<file path="config.mk">
export PLATFORM = sky130hd
export DESIGN_NAME = irq_controller_flat
export DESIGN_NICKNAME = d
export VERILOG_FILES = /design/src/rtl/irq_pkg.sv /design/src/rtl/irq_controller_if.sv /design/src/rtl/irq_arbiter.sv /design/src/rtl/irq_controller.sv /design/src/flat_wrapper.sv
export SDC_FILE = /design/constraint.sdc
export NUM_CORES = 1
export LEC_CHECK = 0
export ABC_AREA = 1
export CAP_MARGIN = 20
export CORE_MARGIN = 2
export CORE_UTILIZATION = 30
export CTS_BUF_LIST = sky130_fd_sc_hd__clkbuf_8 sky130_fd_sc_hd__clkbuf_16
export CTS_CLUSTER_DIAMETER = 50
export DETAILED_ROUTE_END_ITERATION = 12
export DONT_BUFFER_PORTS = 1
export PLACE_DENSITY = 0.53
export SYNTH_ARGS = -nofsm -noshare
export SYNTH_HDL_FRONTEND = slang
export SYNTH_SLANG_ARGS = --single-unit
export TNS_END_PERCENT = 20
</file>
<file path="constraint.sdc">
create_clock -name clk -period 27.4 [get_ports clk]
set_input_delay 8.22 -clock clk [delete_from_list [all_inputs] [get_ports clk]]
set_output_delay 8.22 -clock clk [all_outputs]
set_load 0.02 [all_outputs]
</file>
<file path="src/rtl/irq_pkg.sv">
// rtl/irq_pkg.sv - shared constants, register map and FSM state type for the interrupt controller
package irq_pkg;

    localparam int NUM_IRQ    = 16;
    localparam int NUM_GROUPS = 4;

    localparam logic [23:0] ADDR_PRIORITY  = 24'h002020;
    localparam logic [23:0] ADDR_ENABLE_LO = 24'h002023;
    localparam logic [23:0] ADDR_ENABLE_HI = 24'h002024;
    localparam logic [23:0] ADDR_ACTIVE_LO = 24'h002027;
    localparam logic [23:0] ADDR_ACTIVE_HI = 24'h002028;

    typedef enum logic [1:0] {
        ST_IDLE = 2'd0,
        ST_REQ  = 2'd1,
        ST_ACK  = 2'd2
    } irq_state_t;

    // Source idx belongs to group idx/4, whose 2-bit priority sits at bits [2g+1:2g].
    function automatic logic [1:0] group_prio(input logic [7:0] prio_reg, input logic [3:0] idx);
        logic [2:0] lsb;
        lsb = {idx[3:2], 1'b0};
        return prio_reg[lsb +: 2];
    endfunction

endpackage

</file>
<file path="src/rtl/irq_controller_if.sv">
// rtl/irq_controller_if.sv - register bus bundle between the CPU side and the interrupt controller
interface irq_controller_if;

    logic        bus_write;
    logic        bus_read;
    logic [23:0] bus_address_in;
    logic [7:0]  bus_data_in;
    logic [7:0]  bus_data_out;

    modport master (
        output bus_write,
        output bus_read,
        output bus_address_in,
        output bus_data_in,
        input  bus_data_out
    );

    modport slave (
        input  bus_write,
        input  bus_read,
        input  bus_address_in,
        input  bus_data_in,
        output bus_data_out
    );

endinterface

</file>
<file path="src/rtl/irq_arbiter.sv">
// rtl/irq_arbiter.sv - combinational highest-group-priority, lowest-index source selector
module irq_arbiter
    import irq_pkg::*;
(
    input  logic [NUM_IRQ-1:0] eligible,
    input  logic [7:0]         prio_reg,
    output logic               valid,
    output logic [3:0]         index,
    output logic [1:0]         prio
);

    // Ascending scan with a strict compare keeps the lowest index among equal priorities.
    always_comb begin
        valid = 1'b0;
        index = 4'd0;
        prio  = 2'd0;
        for (int i = 0; i < NUM_IRQ; i++) begin
            if (eligible[i] && (!valid || (group_prio(prio_reg, 4'(i)) > prio))) begin
                valid = 1'b1;
                index = 4'(i);
                prio  = group_prio(prio_reg, 4'(i));
            end
        end
    end

endmodule

</file>
<file path="src/rtl/irq_controller.sv">
// rtl/irq_controller.sv - 16-source prioritised interrupt controller with register bus and CPU handshake
module irq_controller
    import irq_pkg::*;
#(
    parameter logic [7:0] VECTOR_BASE = 8'h08
) (
    input  logic                clk,
    input  logic                reset,
    irq_controller_if.slave     bus,
    input  logic [NUM_IRQ-1:0]  irq_in,
    input  logic [1:0]          cpu_irq_mask,
    output logic                cpu_irq,
    output logic [7:0]          cpu_irq_vector,
    input  logic                cpu_irq_ack
);

    logic [7:0]         prio_q;
    logic [15:0]        enable_q;
    logic [15:0]        active_q;
    logic [15:0]        active_d;
    logic [15:0]        clear_mask;
    logic [15:0]        eligible;
    logic [3:0]         idx_q;
    logic [7:0]         vec_q;
    logic               cpu_irq_q;
    irq_state_t         state_q;
    irq_state_t         state_d;
    logic               latch_req;
    logic               latched_ok;
    logic               arb_valid;
    logic [3:0]         arb_index;
    logic [1:0]         arb_prio;

    // Reads have no side effects, so the read strobe is not needed by the logic.
    logic unused_bus_read;
    assign unused_bus_read = bus.bus_read;

    logic wr_prio;
    logic wr_en_lo;
    logic wr_en_hi;
    logic wr_act_lo;
    logic wr_act_hi;

    assign wr_prio   = bus.bus_write && (bus.bus_address_in == ADDR_PRIORITY);
    assign wr_en_lo  = bus.bus_write && (bus.bus_address_in == ADDR_ENABLE_LO);
    assign wr_en_hi  = bus.bus_write && (bus.bus_address_in == ADDR_ENABLE_HI);
    assign wr_act_lo = bus.bus_write && (bus.bus_address_in == ADDR_ACTIVE_LO);
    assign wr_act_hi = bus.bus_write && (bus.bus_address_in == ADDR_ACTIVE_HI);

    // Write-1-to-clear first, then OR in new events so a same-cycle event wins over the clear.
    always_comb begin
        clear_mask = {wr_act_hi ? bus.bus_data_in : 8'h00,
                      wr_act_lo ? bus.bus_data_in : 8'h00};
        active_d   = (active_q & ~clear_mask) | irq_in;
    end

    // A source competes only when pending, enabled and its group is not switched off.
    always_comb begin
        eligible = '0;
        for (int i = 0; i < NUM_IRQ; i++) begin
            eligible[i] = active_q[i] && enable_q[i] && (group_prio(prio_q, 4'(i)) != 2'd0);
        end
    end

    irq_arbiter u_arbiter (
        .eligible (eligible),
        .prio_reg (prio_q),
        .valid    (arb_valid),
        .index    (arb_index),
        .prio     (arb_prio)
    );

    // The request stays up only while the source captured at raise time still beats the mask.
    assign latched_ok = eligible[idx_q] && (group_prio(prio_q, idx_q) > cpu_irq_mask);

    // Next-state logic; no re-arbitration happens while a request is outstanding.
    always_comb begin
        state_d   = state_q;
        latch_req = 1'b0;
        case (state_q)
            ST_IDLE: begin
                if (arb_valid && (arb_prio > cpu_irq_mask)) begin
                    state_d   = ST_REQ;
                    latch_req = 1'b1;
                end
            end
            ST_REQ: begin
                if (cpu_irq_ack) begin
                    state_d = ST_ACK;
                end else if (!latched_ok) begin
                    state_d = ST_IDLE;
                end
            end
            ST_ACK: begin
                state_d = ST_IDLE;
            end
            default: begin
                state_d = ST_IDLE;
            end
        endcase
    end

    // State, registers and latched vector; reset overrides writes and events.
    always_ff @(posedge clk) begin
        if (reset) begin
            state_q   <= ST_IDLE;
            prio_q    <= 8'h00;
            enable_q  <= 16'h0000;
            active_q  <= 16'h0000;
            idx_q     <= 4'd0;
            vec_q     <= 8'h00;
            cpu_irq_q <= 1'b0;
        end else begin
            state_q   <= state_d;
            active_q  <= active_d;
            cpu_irq_q <= (state_d == ST_REQ);
            if (wr_prio) begin
                prio_q <= bus.bus_data_in;
            end
            if (wr_en_lo) begin
                enable_q[7:0] <= bus.bus_data_in;
            end
            if (wr_en_hi) begin
                enable_q[15:8] <= bus.bus_data_in;
            end
            if (latch_req) begin
                idx_q <= arb_index;
                vec_q <= VECTOR_BASE + {3'b000, arb_index, 1'b0};
            end
        end
    end

    assign cpu_irq        = cpu_irq_q;
    assign cpu_irq_vector = vec_q;

    // Read data decodes the full 24-bit address; anything unmapped reads as zero.
    always_comb begin
        bus.bus_data_out = 8'h00;
        case (bus.bus_address_in)
            ADDR_PRIORITY:  bus.bus_data_out = prio_q;
            ADDR_ENABLE_LO: bus.bus_data_out = enable_q[7:0];
            ADDR_ENABLE_HI: bus.bus_data_out = enable_q[15:8];
            ADDR_ACTIVE_LO: bus.bus_data_out = active_q[7:0];
            ADDR_ACTIVE_HI: bus.bus_data_out = active_q[15:8];
            default:        bus.bus_data_out = 8'h00;
        endcase
    end

endmodule

</file>
<file path="src/flat_wrapper.sv">
// flat-port wrapper written by rule: the top's interface ports become plain ports
module irq_controller_flat import irq_pkg::*;
#(
    parameter logic [7:0] VECTOR_BASE = 8'h08
)
  (clk, reset, irq_in, cpu_irq_mask, cpu_irq, cpu_irq_vector, cpu_irq_ack, bus_bus_write, bus_bus_read, bus_bus_address_in, bus_bus_data_in, bus_bus_data_out);
  irq_controller_if bus_i ();
  input  logic clk;
  input  logic reset;
  input  logic [NUM_IRQ-1:0] irq_in;
  input  logic [1:0] cpu_irq_mask;
  output logic cpu_irq;
  output logic [7:0] cpu_irq_vector;
  input  logic cpu_irq_ack;
  input wire logic [$bits(bus_i.bus_write)-1:0] bus_bus_write;
  input wire logic [$bits(bus_i.bus_read)-1:0] bus_bus_read;
  input wire logic [$bits(bus_i.bus_address_in)-1:0] bus_bus_address_in;
  input wire logic [$bits(bus_i.bus_data_in)-1:0] bus_bus_data_in;
  output wire logic [$bits(bus_i.bus_data_out)-1:0] bus_bus_data_out;
  assign bus_i.bus_write = bus_bus_write;
  assign bus_i.bus_read = bus_bus_read;
  assign bus_i.bus_address_in = bus_bus_address_in;
  assign bus_i.bus_data_in = bus_bus_data_in;
  assign bus_bus_data_out = bus_i.bus_data_out;
  irq_controller #(.VECTOR_BASE(VECTOR_BASE)) u_core (.clk(clk), .reset(reset), .bus(bus_i), .irq_in(irq_in), .cpu_irq_mask(cpu_irq_mask), .cpu_irq(cpu_irq), .cpu_irq_vector(cpu_irq_vector), .cpu_irq_ack(cpu_irq_ack));
endmodule
</file>
==> results.md, run 1 <==
* Status: completed
* Crit. path cell count at 7
* Mean Syn Cell Area at 6.43 um^2
* ANT nets after route at 0
* Number of synthesized flops with an enable pin at 0
* Area of the multi-input gates at 2380 um^2
* Initial antenna violation count at 0
* CP endpoint kind: output pin
* Ys Warns at 0
* WP data arrival at between 10 and 15 ns
* Worst-path cell chain: nor4_1 -> inv_1 -> nor2_1 -> inv_1 -> nor3_1 -> nand2_1 -> o221ai_1
* PostCTS Resize Cnt at 0
* GP Congestion at 0.870
* Setup Crit Path Kind: in -> out
* Setup Viol. Count Final at 0
* Global-route wire length before repair at 17900 um
* Worst slew pin tran at 0.925 ns
* Final WL at 10700 um
* Delay of the slowest critical-path stage at slightly above 0.6 ns
* I/O pins at 72
* Via count at 3800
* Routed len/inst at 13.9 um
* Final setup TNS at 0 ns
* CTS tree: done
* Final-stage net count at 674
* Unrepaired setup endpoints after global routing: no
* Skew final at between 0.003 and 0.004 ns
* WP buf/inv at 2
* Fillers at 1450
* Maximum clock rate at roughly 54 MHz
* Initial DRC count at ~260
* Crit path time final at 18.49 ns
* Cts bufs inserted at 5
* Hold crit path type: reg -> reg
* Rows at just over 40
* Post-CTS Setup Bufs at 0
* Largest net degree at the start of global routing at 29
* Critical R2R Capture: u_core.idx_q[0]
* Worst path slowest cell: o221ai_1
* Die Ht at 118 um
* Period utilization at about two thirds
* Seq/Total Area, Yosys at 25.8%
* Core area at 12600 um^2
* Worst Path Required at about 19 ns
* Grt ovf at 0
* Die width at 118 um
* Die area at 13900 um^2
* CP startpoint: bus_bus_address_in[4]
* Clk Latency, worst-skew pair at 0.29 ns
* Clk buf depth at 2
* Total GRT Usage at 15.6%
* IO buf count at 0
* Num Clock Sinks at 50
* Primary FF master, synth: dfxtp_1
* Mapped cell area at between 3000 and 4000 um^2
* FF+latch count, synth at 50
* DP HPWL at 8780 um
* Post-Synthesis Cells at 604
* Number of remaining DRC errors at 0
* Hold-fix buffers, CTS at 0
* Setup crit end: bus_bus_data_out[7]
* Reg2reg start: u_core.prio_q[1]
* Ant diodes at 0
* Peak VDD IR at about 0.000038 V
* Crit path top cell by count: inv_1
* Crit start category: input pin
* Detailed Routing Iterations Pass 1 at 5
* Hold path cells at 2
* Post-DR vias/cell at 4.94
* R2r setup slk at between 10 and 15 ns
* Area Overhead vs Synth at 7.38%
* Max_cap viols at 0
* Htree depth at 2
* Starting Density at 30.8%
* Clk pin slew, worst setup/hold paths at approximately 0.060 ns
* Vias in the first global route at about 3700
* Final core utilization at 33.0%
* Number of distinct library cells after synthesis at 48
* Share of cells above drive strength 1 at 10.7%
* Slew Limit Fails at 0
* Final hold vios at 0
* Async S/R FF share, synth at 0%
* Crit-path max FO at 7
* Lkg Pwr at 1.93 nW
* Headroom to the max-slew limit at 38.1%
* Delay-heaviest family, CP: simple AND/OR/NAND/NOR gates
* Clk root buf: clkbuf_16
* Pwr per Cell Area at around 34 nW/um^2
* Worst R2R Path Depth at 101
* Register area at 1000 um^2
## cells in the final DEF (no fill, tap or decap), drive strengths merged, types with 6 or more instances in the layout
cell type,n
nand2,138
inv,108
o21ai,76
a21oi,66
dfxtp,50
nor2,35
nand3,27
ha,22
nor3,14
clkbuf,6
## power breakdown
group	leakage [nW]	internal [W]	switching (W)
Clock	0.0780	0.0000358	0.0000249
Sequential	0.408	0.0000744	0.00000134
Combinational	1.44	0.00000181	0.00000376
Total	1.93	0.000112	0.0000300
## flip-flops by register name, summed over array words and instances (netlist names)
signal,count
u_core.active_q,16
u_core.cpu_irq,1
u_core.cpu_irq_vector,3
u_core.enable_q,16
u_core.idx_q,4
u_core.prio_q,8
u_core.state_q,2
## per-stage QoR
| stage | total power, W | hold slack, ns | instances | cell area, um^2 | setup slack, ns |
|---|---|---|---|---|---|
| floorplan | 0.0000819 | 0.450 | 606 | 3890 | 9.48 |
| global placement | 0.0000827 | 0.456 | 762 | 4020 | 8.96 |
| detailed placement | 0.0000829 | 0.464 | 762 | 4020 | 8.96 |
| CTS | 0.000144 | 0.471 | 770 | 4170 | 8.95 |
| global route | 0.000148 | 0.498 | 770 | 4170 | 8.69 |
| finish | 0.000142 | 0.468 | 770 | 4170 | 8.91 |
## area by class of cell
type	instances	area share (%)
tap	172	5.16
multi-input combinational	429	57.2
timing repair buffer	1	0.180
clock inverter	2	0.210
sequential	50	24.0
clock buffer	6	3.33
inverter	110	9.90
## metal layers
layer  GRT usage [%]  wire (um)  share of wire (%)
met2            27.1       5040                 47
met1            19.4       4900                 46
met3            2.23        511                4.8
met5               0          0                  0
met4            6.48        244                2.3
## synth_stat cells (2+ instances only)
cell,number,area (um^2)
nand2_1,106,398
inv_1,100,375
o21ai_0,72,360
a21oi_1,65,325
dfxtp_1,50,1000
nor2_1,34,128
nand2_2,25,156
ha_1,22,275
nand3_1,21,105
nor3_1,13,65.1
clkbuf_1,9,33.8
inv_2,7,26.3
nand2_4,7,78.8
nand3_2,6,60.1
a22oi_1,5,37.5
buf_4,5,37.5
nor4_1,5,31.3
o211ai_1,5,37.5
o221ai_1,4,35.0
o22ai_1,4,25.0
a31oi_1,3,18.8
clkinv_1,3,11.3
o21ai_1,3,15.0
or2_2,3,18.8
nand3b_1,2,15.0
nand4_1,2,12.5
o2111ai_1,2,17.5
## worst min-delay path by stage
stage / to / slack [ns] / start
after floorplan: u_core.active_q[11] / 0.45 / u_core.active_q[11]
after global placement: u_core.active_q[11] / 0.46 / u_core.active_q[11]
after detailed placement: u_core.active_q[11] / 0.46 / u_core.active_q[11]
after CTS: u_core.active_q[11] / 0.47 / u_core.active_q[11]
after global routing: u_core.active_q[11] / 0.50 / u_core.active_q[11]
final: u_core.active_q[3] / 0.47 / u_core.active_q[3]
## kinds of logic (layout without fill, tap and decap cells)
family / after synthesis / count (layout) / share of synthesized area [%]
flip-flops: 50 / 50 / 25.8
adder cells (fa/ha/maj): 22 / 22 / 7.09
other: 1 / 3 / 0.0966
AND/OR/NAND/NOR: 230 / 230 / 29.1
buffers and inverters: 127 / 119 / 13.0
AO/OA/AOI/OAI: 174 / 174 / 25.0
## worst register-to-register path: cells and delay by family (launching register included)
family | cells | cell delay [ns]
buffers and inverters | 11 | 1.14
adders and majority gates | 13 | 3.58
AOI/OAI and AO/OA | 22 | 3.82
and+or+nand+nor | 55 | 5.87
DFF | 1 | 0.47
Power figures use the tool's default switching activity.
==> run 2, diff against run 1 <==
--- a/config.mk
+++ b/config.mk
@@ -13,7 +13,7 @@
 export CTS_CLUSTER_DIAMETER = 50
 export DETAILED_ROUTE_END_ITERATION = 12
 export DONT_BUFFER_PORTS = 1
-export PLACE_DENSITY = 0.53
+export PLACE_DENSITY = 0.54
 export SYNTH_ARGS = -nofsm -noshare
 export SYNTH_HDL_FRONTEND = slang
 export SYNTH_SLANG_ARGS = --single-unit
==> constraint.sdc (replaced) <==
create_clock -name clk -period 16 [get_ports clk]
set_input_delay 4.8 -clock clk [delete_from_list [all_inputs] [get_ports clk]]
set_output_delay 4.8 -clock clk [all_outputs]
set_load 0.02 [all_outputs]
==> results.md, run 2 (synthesis gave the netlist of run 1 again) <==
* Rows at 41 (unchanged)
* Maximum clock rate at 70.8 MHz
* Starting Density at 30.8% (unchanged)
* Via count at 3896 (was 3800)
* PostCTS Resize Cnt at 0 (unchanged)
* Peak VDD IR at 0.0000789 V (was 0.0000380 V)
* Setup ws final at 1.88 ns (was 8.91 ns)
* Setup Crit Path Kind: reg -> reg (was in -> out)
* Period utilization at 88.2%
* Detailed Routing Iterations Pass 1 at 5 (unchanged)
* Worst slack, placed at 1.15 ns (was 8.96 ns)
* Worst slew pin tran at 0.927 ns (was 0.925 ns)
* Worst path slowest cell: dfxtp_1 (was o221ai_1)
* Fillers at 1414 (was 1450)
* Hold crit path type: reg -> reg (unchanged)
* Cts bufs inserted at 5 (unchanged)
* Clk Latency, worst-skew pair at 0.29 ns (about the same)
* Final core utilization at 33.3% (was 33.0%)
* Grt ovf at 0 (unchanged)
* Die width at 118 um (unchanged)
* Pwr per Cell Area at 61.6 nW/um^2 (was 34.1 nW/um^2)
* Crit path top cell by count: nand2_1 (was inv_1)
* Final hold vios at 0 (unchanged)
* Non-filler instance count after layout at 770 (unchanged)
* Ant diodes at 0 (unchanged)
* Area of the multi-input gates at 2400 um^2 (was 2380 um^2)
* Status: completed (unchanged)
* IO buf count at 0 (unchanged)
* Worst Path Required at 16.18 ns (was 19.18 ns)
* Commonest non-fill, non-tap cells in the layout: nand2_1, inv_1, o21ai_0 (unchanged)
* Number of remaining DRC errors at 0 (unchanged)
* Core area at 12600 um^2 (unchanged)
* Max_cap viols at 0 (unchanged)
* Unrepaired setup endpoints after global routing: no (unchanged)
* Post-CTS Setup Bufs at 0 (unchanged)
* Die Ht at 118 um (unchanged)
* CTS tree: done (unchanged)
* Htree depth at 2 (unchanged)
* Final WL at 10800 um (was 10700 um)
* Commonest non-fill, non-tap cell in the layout: nand2_1 (unchanged)
* Hold-fix buffers, CTS at 0 (unchanged)
* Biggest regs: u_core.active_q x16, u_core.enable_q x16, u_core.prio_q x8 (unchanged)
* Placed Instances at 762 (unchanged)
* Final setup TNS at 0 ns (unchanged)
* DP HPWL at 8790 um (was 8780 um)
* Final-stage net count at 674 (unchanged)
* Num Clock Sinks at 50 (unchanged)
* Die area at 13900 um^2 (unchanged)
* Headroom to the max-slew limit at 37.9% (was 38.1%)
* Initial antenna violation count at 0 (unchanged)
* CP endpoint kind: register (was output pin)
* Clk buf depth at 2 (unchanged)
* Initial DRC count at 219 (was 261)
* Area Overhead vs Synth at 8.25% (was 7.38%)
* Lkg Pwr at 1.92 nW (was 1.93 nW)
* Crit-path max FO at 12 (was 7)
* Clk root buf: clkbuf_16 (unchanged)
* Post-DR vias/cell at 5.06 (was 4.94)
* Total GRT Usage at 15.7% (was 15.6%)
* Setup Viol. Count Final at 0 (unchanged)
* ANT nets after route at 0 (unchanged)
* Delay of the slowest critical-path stage at 0.47 ns (was 0.62 ns)
* Crit start category: register (was input pin)
* Share of cells above drive strength 1 at 11.2% (was 10.7%)
* Routed len/inst at 14.0 um (was 13.9 um)
* Vias in the first global route at 3624 (was 3672)
* GP Congestion at 0.872 (was 0.870)
* Largest net degree at the start of global routing at 29 (unchanged)
* Crit path time final at 14.12 ns
* Register area at 1000 um^2 (unchanged)
* Global-route wire length before repair at 17800 um (was 17900 um)
* Skew final at 0.00582 ns (was 0.00391 ns)
* Clk pin slew, worst setup/hold paths at 0.07 ns (was 0.06 ns)
* WP data arrival at 14.30 ns (was 10.27 ns)
* I/O pins at 72 (unchanged)
* Slew Limit Fails at 0 (unchanged)
[run 2: cell count changes in the layout (fill, tap and decap cells not counted), moves of 2 or more]
cell / delta
o21ai_0: -3
clkinvlp_4: +2
o21ai_1: +3
inv_1: -2
[run 2: layout make-up]
class                   count  area share (%)
multi-input cells         429            57.0
well taps                 172            5.12
flip-flops and latches     50            23.8
clock inverters             3            1.07
clock buffers               5            2.98
repair buffers              1           0.179
inverters                 110            9.82
[run 2: metal layers]
metal  wire length (um)  global-route usage, %  part of all wire (%)  vias to the layer above
met3                565                   2.33                   5.2                       27
met2               4910                   26.1                    46                      125
met5                  0                      0                     0                        -
met1               4880                   19.9                    45                     1766
met4                418                   7.53                   3.9                        0
li1                   -                      -                     -                     1978
[run 2: final timing paths]
| check | start | to | slack, ns | cells after the start |
|---|---|---|---|---|
| max | u_core.prio_q[1] | u_core.idx_q[0] | 1.88 | 103 |
| min | u_core.active_q[7] | u_core.active_q[7] | 0.48 | 2 |
| max reg2reg | u_core.prio_q[1] | u_core.idx_q[0] | 1.88 | 103 |
| min reg2reg | u_core.active_q[7] | u_core.active_q[7] | 0.48 | 2 |
[run 2: worst max-delay path, delay by kind of cell (launching register included)]
kind	cells	cell delay (ns)
adder cells (fa/ha/maj)	13	3.52
AND/OR/NAND/NOR	56	5.39
flip-flops	1	0.47
AO/OA/AOI/OAI	22	3.55
buffers and inverters	12	1.05
[run 2: report_power, final]
part	internal [W]	switching, W
logic	0.00000308	0.00000660
registers	0.000127	0.00000237
clock network	0.0000737	0.0000458
[run 2: metrics by stage]
| stage | hold WS, ns | cell area (um^2) | total power (W) |
|---|---|---|---|
| floorplan | 0.450 | 3890 | 0.000140 |
| global placement | 0.456 | 4020 | 0.000142 |
| detailed placement | 0.470 | 4020 | 0.000142 |
| CTS | 0.479 | 4190 | 0.000262 |
| global route | 0.507 | 4200 | 0.000270 |
| finish | 0.479 | 4200 | 0.000259 |
